--- src/rtl/sha256_uart_host.sv ---
// Host-side initiator for the UART SHA-256 frame protocol: sends 01 <payload> FF and collects a 32-byte digest.
// Optional reply watchdog enabled by defining SHA256_HOST_TIMEOUT_EN.

module uart_tx_core #(
  parameter int BAUD_DIV = 234
) (
  input  logic       clk,
  input  logic       rst,
  input  logic       tx_start,
  input  logic [7:0] tx_data,
  output logic       tx,
  output logic       tx_busy
);
  localparam int CW = $clog2(BAUD_DIV + 1);

  logic [CW-1:0] baud_cnt;
  logic [3:0]    bit_cnt;
  logic [9:0]    shift;

  // 10-bit frame (start, 8 data LSB-first, stop); tx_busy rises the cycle after tx_start
  always_ff @(posedge clk or posedge rst) begin
    if (rst) begin
      tx       <= 1'b1;
      tx_busy  <= 1'b0;
      baud_cnt <= '0;
      bit_cnt  <= '0;
      shift    <= '1;
    end else if (!tx_busy) begin
      if (tx_start) begin
        shift    <= {1'b1, tx_data, 1'b0};
        tx       <= 1'b0;
        tx_busy  <= 1'b1;
        baud_cnt <= '0;
        bit_cnt  <= '0;
      end
    end else if (baud_cnt == CW'(BAUD_DIV - 1)) begin
      baud_cnt <= '0;
      if (bit_cnt == 4'd9) begin
        tx_busy <= 1'b0;
        tx      <= 1'b1;
      end else begin
        bit_cnt <= bit_cnt + 4'd1;
        shift   <= {1'b1, shift[9:1]};
        tx      <= shift[1];
      end
    end else begin
      baud_cnt <= baud_cnt + CW'(1);
    end
  end
endmodule

module uart_rx_core #(
  parameter int BAUD_DIV = 234
) (
  input  logic       clk,
  input  logic       rst,
  input  logic       rx,
  output logic [7:0] rx_data,
  output logic       rx_valid
);
  localparam int CW = $clog2(BAUD_DIV + 1);

  typedef enum logic [1:0] {R_IDLE, R_START, R_DATA, R_STOP} rx_state_t;

  rx_state_t     state;
  logic          rx_meta, rx_sync;
  logic [CW-1:0] cnt;
  logic [2:0]    bit_idx;
  logic [7:0]    data;

  // Start edge is re-checked at mid-bit, then every bit is sampled at its centre
  always_ff @(posedge clk or posedge rst) begin
    if (rst) begin
      state    <= R_IDLE;
      rx_meta  <= 1'b1;
      rx_sync  <= 1'b1;
      cnt      <= '0;
      bit_idx  <= '0;
      data     <= '0;
      rx_data  <= '0;
      rx_valid <= 1'b0;
    end else begin
      rx_meta  <= rx;
      rx_sync  <= rx_meta;
      rx_valid <= 1'b0;
      case (state)
        R_IDLE: begin
          cnt <= '0;
          if (!rx_sync) state <= R_START;
        end
        R_START: begin
          if (cnt == CW'(BAUD_DIV / 2 - 1)) begin
            cnt     <= '0;
            bit_idx <= '0;
            state   <= rx_sync ? R_IDLE : R_DATA;
          end else begin
            cnt <= cnt + CW'(1);
          end
        end
        R_DATA: begin
          if (cnt == CW'(BAUD_DIV - 1)) begin
            cnt  <= '0;
            data <= {rx_sync, data[7:1]};
            if (bit_idx == 3'd7) state <= R_STOP;
            else bit_idx <= bit_idx + 3'd1;
          end else begin
            cnt <= cnt + CW'(1);
          end
        end
        R_STOP: begin
          if (cnt == CW'(BAUD_DIV - 1)) begin
            cnt   <= '0;
            state <= R_IDLE;
            if (rx_sync) begin
              rx_valid <= 1'b1;
              rx_data  <= data;
            end
          end else begin
            cnt <= cnt + CW'(1);
          end
        end
        default: state <= R_IDLE;
      endcase
    end
  end
endmodule

module sha256_uart_host #(
  parameter int CLK_FREQ       = 27_000_000,
  parameter int BAUD           = 115200,
  parameter int TIMEOUT_CYCLES = 2_000_000
) (
  input  logic         clk,
  input  logic         rst,
  input  logic [7:0]   s_data,
  input  logic         s_valid,
  input  logic         s_last,
  output logic         s_ready,
  output logic         uart_tx,
  input  logic         uart_rx,
  output logic [255:0] digest,
  output logic         digest_valid,
  output logic         busy,
  output logic         early_term,
  output logic         err_timeout
);
  localparam int BAUD_DIV = CLK_FREQ / BAUD;

  typedef enum logic [2:0] {IDLE, SEND_START, PAYLOAD, TERM, RECV, DRAIN} state_t;

  state_t       state;
  logic         tx_start, tx_pending, tx_busy, tx_free;
  logic [7:0]   tx_data;
  logic [7:0]   rx_data;
  logic         rx_valid;
  logic [255:0] shreg;
  logic [4:0]   count;

`ifdef SHA256_HOST_TIMEOUT_EN
  localparam int WW = $clog2(TIMEOUT_CYCLES + 1);
  logic [WW-1:0] wd;
`else
  assign err_timeout = 1'b0;
`endif

  uart_tx_core #(.BAUD_DIV(BAUD_DIV)) u_tx (
    .clk(clk), .rst(rst), .tx_start(tx_start), .tx_data(tx_data),
    .tx(uart_tx), .tx_busy(tx_busy)
  );

  uart_rx_core #(.BAUD_DIV(BAUD_DIV)) u_rx (
    .clk(clk), .rst(rst), .rx(uart_rx), .rx_data(rx_data), .rx_valid(rx_valid)
  );

  // tx_pending covers the cycle before tx_busy rises, so a second byte can never slip in
  assign tx_free = !tx_busy && !tx_pending;
  assign s_ready = (state == PAYLOAD) && tx_free;
  assign busy    = (state != IDLE);

  always_ff @(posedge clk or posedge rst) begin
    if (rst) begin
      state        <= IDLE;
      tx_start     <= 1'b0;
      tx_pending   <= 1'b0;
      tx_data      <= '0;
      shreg        <= '0;
      count        <= '0;
      digest       <= '0;
      digest_valid <= 1'b0;
      early_term   <= 1'b0;
`ifdef SHA256_HOST_TIMEOUT_EN
      wd           <= '0;
      err_timeout  <= 1'b0;
`endif
    end else begin
      tx_start     <= 1'b0;
      tx_pending   <= 1'b0;
      digest_valid <= 1'b0;
`ifdef SHA256_HOST_TIMEOUT_EN
      err_timeout  <= 1'b0;
`endif
      case (state)
        IDLE: begin
          if (s_valid && tx_free) begin
            early_term <= 1'b0;
            tx_data    <= 8'h01;
            tx_start   <= 1'b1;
            tx_pending <= 1'b1;
            state      <= SEND_START;
          end
        end
        SEND_START: begin
          if (tx_free) state <= PAYLOAD;
        end
        PAYLOAD: begin
          if (s_valid && tx_free) begin
            tx_data    <= s_data;
            tx_start   <= 1'b1;
            tx_pending <= 1'b1;
            // A payload 0xFF doubles as the terminator, so the frame ends here
            if (s_data == 8'hFF) begin
              early_term <= 1'b1;
              count      <= '0;
`ifdef SHA256_HOST_TIMEOUT_EN
              wd         <= '0;
`endif
              state      <= RECV;
            end else if (s_last) begin
              state <= TERM;
            end
          end
        end
        TERM: begin
          if (tx_free) begin
            tx_data    <= 8'hFF;
            tx_start   <= 1'b1;
            tx_pending <= 1'b1;
            count      <= '0;
`ifdef SHA256_HOST_TIMEOUT_EN
            wd         <= '0;
`endif
            state      <= RECV;
          end
        end
        RECV: begin
          if (rx_valid) begin
            shreg <= {shreg[247:0], rx_data};
            count <= count + 5'd1;
`ifdef SHA256_HOST_TIMEOUT_EN
            wd    <= '0;
`endif
            if (count == 5'd31) begin
              digest       <= {shreg[247:0], rx_data};
              digest_valid <= 1'b1;
              state        <= DRAIN;
            end
          end
`ifdef SHA256_HOST_TIMEOUT_EN
          else if (wd == WW'(TIMEOUT_CYCLES)) begin
            err_timeout <= 1'b1;
            state       <= DRAIN;
          end else begin
            wd <= wd + WW'(1);
          end
`endif
        end
        DRAIN: begin
          if (tx_free) state <= IDLE;
        end
        default: state <= IDLE;
      endcase
    end
  end
endmodule

--- config.mk ---
export PLATFORM = sky130hd
export DESIGN_NAME = sha256_uart_host
export DESIGN_NICKNAME = d
export VERILOG_FILES = /design/src/rtl/sha256_uart_host.sv
export SDC_FILE = /design/constraint.sdc
export NUM_CORES = 1
export LEC_CHECK = 0
export ABC_CLOCK_PERIOD_IN_PS = 26300
export CORE_MARGIN = 2
export CORE_UTILIZATION = 30
export DETAILED_ROUTE_END_ITERATION = 10
export SYNTH_ARGS = -nofsm -noshare
export SYNTH_HDL_FRONTEND = slang
export SYNTH_SLANG_ARGS = --single-unit
--- constraint.sdc ---
create_clock -name clk -period 26.3 [get_ports clk]
set_input_delay 3.945 -clock clk [delete_from_list [all_inputs] [get_ports clk]]
set_output_delay 3.945 -clock clk [all_outputs]
set_load 0.01 [all_outputs]
==> impl_metrics.yaml <==
synth:
  yosys_warnings: 0
  synthFlopType: "dfrtp_1"
  syn_inst: 1387
  seq_area_frac_synth_pct: 65.2
  ys_ff_latch: 577
  syn-num-nets: 1411
  syn-cell-area_mm2: 0.0222
  ys_types: 60
  synth_edf_count: 0
  synthArstFlopShare_pct: 100
  syn_area_per_cell_um2: 16.0
setup_path:
  crit_family: "buffers and inverters"
  slowest_delay_ns: 0.85
  crit_chain: "clkdlybuf4s50_1 > inv_8 > buf_4 > buf_4 > buf_4"
  path_class: "in -> async"
  worstPathRequired_ns: 26.90
  worstSetupStartpointType: "primary input"
  end_kind: "asynchronous set/reset pin"
  cp_max_fo: 118
  crit_path_top_delay_cell: "buf_4"
  critPathBufInv: 5
  critPathLaunch: "rst"
  crit_top_cell: "buf_4"
  timing.rr.start: "state[0]$_DFFE_PP0P_"
  cp.arrival_ns: 7.65
outcome:
  outcome: "finished, violations left"
  violations: "design-rule violations"
clocking:
  cts_tree: "done"
  cts_root_buf: "clkbuf_16"
  cts_setup_buffers: 0
  cts.hold.buffers_added: 0
  clk_pin_slew_ns: 0.06
  cts_resized: 0
  clk_latency_ns: 0.59
  htree_levels: 3
  numClockSinks: 577
  cts_buffers: 67
  cts_max_path_buffers: 3
place:
  post-place-ws_ns: 18.39
  dpl.hpwl_um: 31300
  dpl_cell_area_mm2: 0.0258
  gp_congestion: 0.740
  portBuffers: 273
power:
  power_density_mw_per_mm2: 65.7
  vdd_ir_drop_max_uv: 46.6
  combPwrFrac_pct: 1.1
  p_switching_uw: 390
  seqPwrFrac_pct: 48.2
  power.share.clock_pct: 50.7
  power.internal_uw: 1460
  power_uw: 1850
  p_leak_uw: 0.0134
  p_sw_share_pct: 21.1
die:
  rows: 99
  die_width_um: 276
  initial_core_util_pct: 30.3
  die_h_um: 276
  die_area_mm2: 0.0761
  core_mm2: 0.0731
  io_pins: 275
detailed_routing:
  vias_per_cell: 4.56
  antenna_left: 0
  route.detailed.drc: 42
  vias: 12200
  first_pass_iters: 7
  wirelength_um: 48000
  wire_per_inst_um: 17.9
  drtIter0Drc: 602
timing:
  setup-violations-final: 0
  max_slew_margin_pct: 26.9
  max_freq_ghz: 0.142
  tns_ns: 0
  finalHoldViolCount: 0
  worst_pin_slew_ns: 1.10
  slew_violations: 0
  finClkSkew_ns: 0.0172
  rsz0062_at_grt: "false"
  fin_crit_sh_pct: 26.8
  period_needed_ns: 7.05
  fin_ws_ns: 19.25
grt:
  grt_max_degree: 177
  grt_antenna_before_repair: 0
  grt_overflow: 0
  grt_pass1_vias: 12800
  grt_pass1_wl_um: 75200
  grt_usage_pct: 12.6
finish:
  area_delta_synth_final_pct: 26.7
  design_area_mm2: 0.0281
  final_nets: 1695
  layout-drive-gt1-share_pct: 38.6
min_path:
  min_from: "u_rx.rx_meta$_DFF_PP1_"
  hold_path_class: "reg -> reg"
run:
  max-cap-violations: 0
## synth_stat cells, types with 4 or more instances
library cell | count | area, um2
mux2_2 | 521 | 5870
a31oi_1 | 4 | 25.0
a22o_1 | 5 | 43.8
nor3b_1 | 4 | 30.0
o211ai_1 | 7 | 52.6
clkbuf_1 | 5 | 18.8
o21ai_0 | 19 | 95.1
inv_1 | 16 | 60.1
dfstp_2 | 11 | 289
ha_1 | 11 | 138
o221a_2 | 6 | 67.6
xor2_1 | 6 | 52.6
dfrtp_1 | 566 | 14200
nand2b_1 | 7 | 43.8
nor3_1 | 6 | 30.0
and3_1 | 7 | 43.8
buf_2 | 35 | 175
nand2_1 | 23 | 86.3
a21oi_1 | 8 | 40.0
nor2_1 | 19 | 71.3
nor2b_1 | 5 | 31.3
buf_4 | 24 | 180
nand3_1 | 10 | 50.1
nand4_1 | 5 | 31.3
## cell usage in the layout (no fill, tap or decap), types with 8 or more instances in the layout
cell type        instances
mux2_2                 521
dfstp_2                 11
buf_4                    8
dfrtp_1                566
clkbuf_8                 8
a21oi_1                  8
nor2_1                  19
ha_1                    11
clkdlybuf4s50_1        273
clkinv_2                10
clkbuf_1                17
inv_1                   15
clkbuf_16               68
nand2_1                 23
o21ai_0                 19
nand3_1                 10
## state kept, by name (all words and copies together), names as in the netlist, 3 cells and up, named ones only
| name | flops |
|---|---|
| u_rx.bit_idx | 3 |
| u_tx.shift | 8 |
| u_rx.data | 8 |
| digest | 256 |
| count | 5 |
| state | 3 |
| u_rx.cnt | 8 |
| u_tx.bit_cnt | 4 |
| u_tx.baud_cnt | 8 |
| u_rx.rx_data | 8 |
| tx_data | 8 |
| shreg | 248 |
## through the flow
step / hold slack, ns / util, % / std cells
2_1_floorplan: 0.345 / - / 1387
3_3_place_gp: 0.350 / 35.4 / 2561
3_5_place_dp: 0.350 / 35.4 / 2561
4_1_cts: 0.358 / 38.4 / 2679
5_1_grt: 0.363 / 38.4 / 2679
6_report: 0.356 / 38.4 / 2680
## kinds of logic after synthesis
group	count (synthesis)	share of synthesized area (%)
AO/OA/AOI/OAI	76	2.55
XOR/XNOR	9	0.356
adder cells (fa/ha/maj)	11	0.621
buffers and inverters	85	2.05
flip-flops	577	65.2
multiplexers	523	26.6
other	1	0.0169
AND/OR/NAND/NOR	105	2.66
## cell type report
cell class                      instances  area (um2)
Antenna cell                            1        2.50
Clock buffer                           93        1880
Clock inverter                         25         364
Fill cell                            6835       45000
Inverter                               17        71.3
Multi-Input combinational cell        725        7280
Sequential cell                       577       14500
Tap cell                              959        1200
Timing Repair Buffer                  283        2830
## final timing paths
kind,to,slack [ns],cells after the start
max,digest[241]$_DFFE_PP0P_,19.25,5
min,u_rx.rx_sync$_DFF_PP1_,0.36,0
max reg2reg,digest[149]$_DFFE_PP0P_,22.38,5
min reg2reg,u_rx.rx_sync$_DFF_PP1_,0.36,0
max in group clk,s_ready,20.07,3
min in group asynchronous,digest[24]$_DFFE_PP0P_,3.90,2
## routing by layer
layer | vias to the layer above | global-route usage (%) | share of wire [%]
li1 | 5538 | - | -
met1 | 6365 | 16.0 | 42
met2 | 242 | 20.5 | 48
met3 | 67 | 4.52 | 8.1
met4 | 0 | 3.24 | 1.6
met5 | - | 0 | 0
## worst reg2reg max path, stage by stage, from the launching register on
cell and delay (ns):
dfrtp_1 0.71, and4bb_4 0.48, nand2_8 0.50, buf_4 0.69, buf_4 0.89, mux2_2 0.51
## power by group through the flow
stage               sequential, uW  combinational, uW  clock, uW
floorplan                      905               13.2          0
global placement               905               20.8          0
detailed placement             905               21.6          0
CTS                            889               21.5        972
global route                   888               24.2       1010
finish                         889               19.9        936
(Power assumes the default switching activity.)
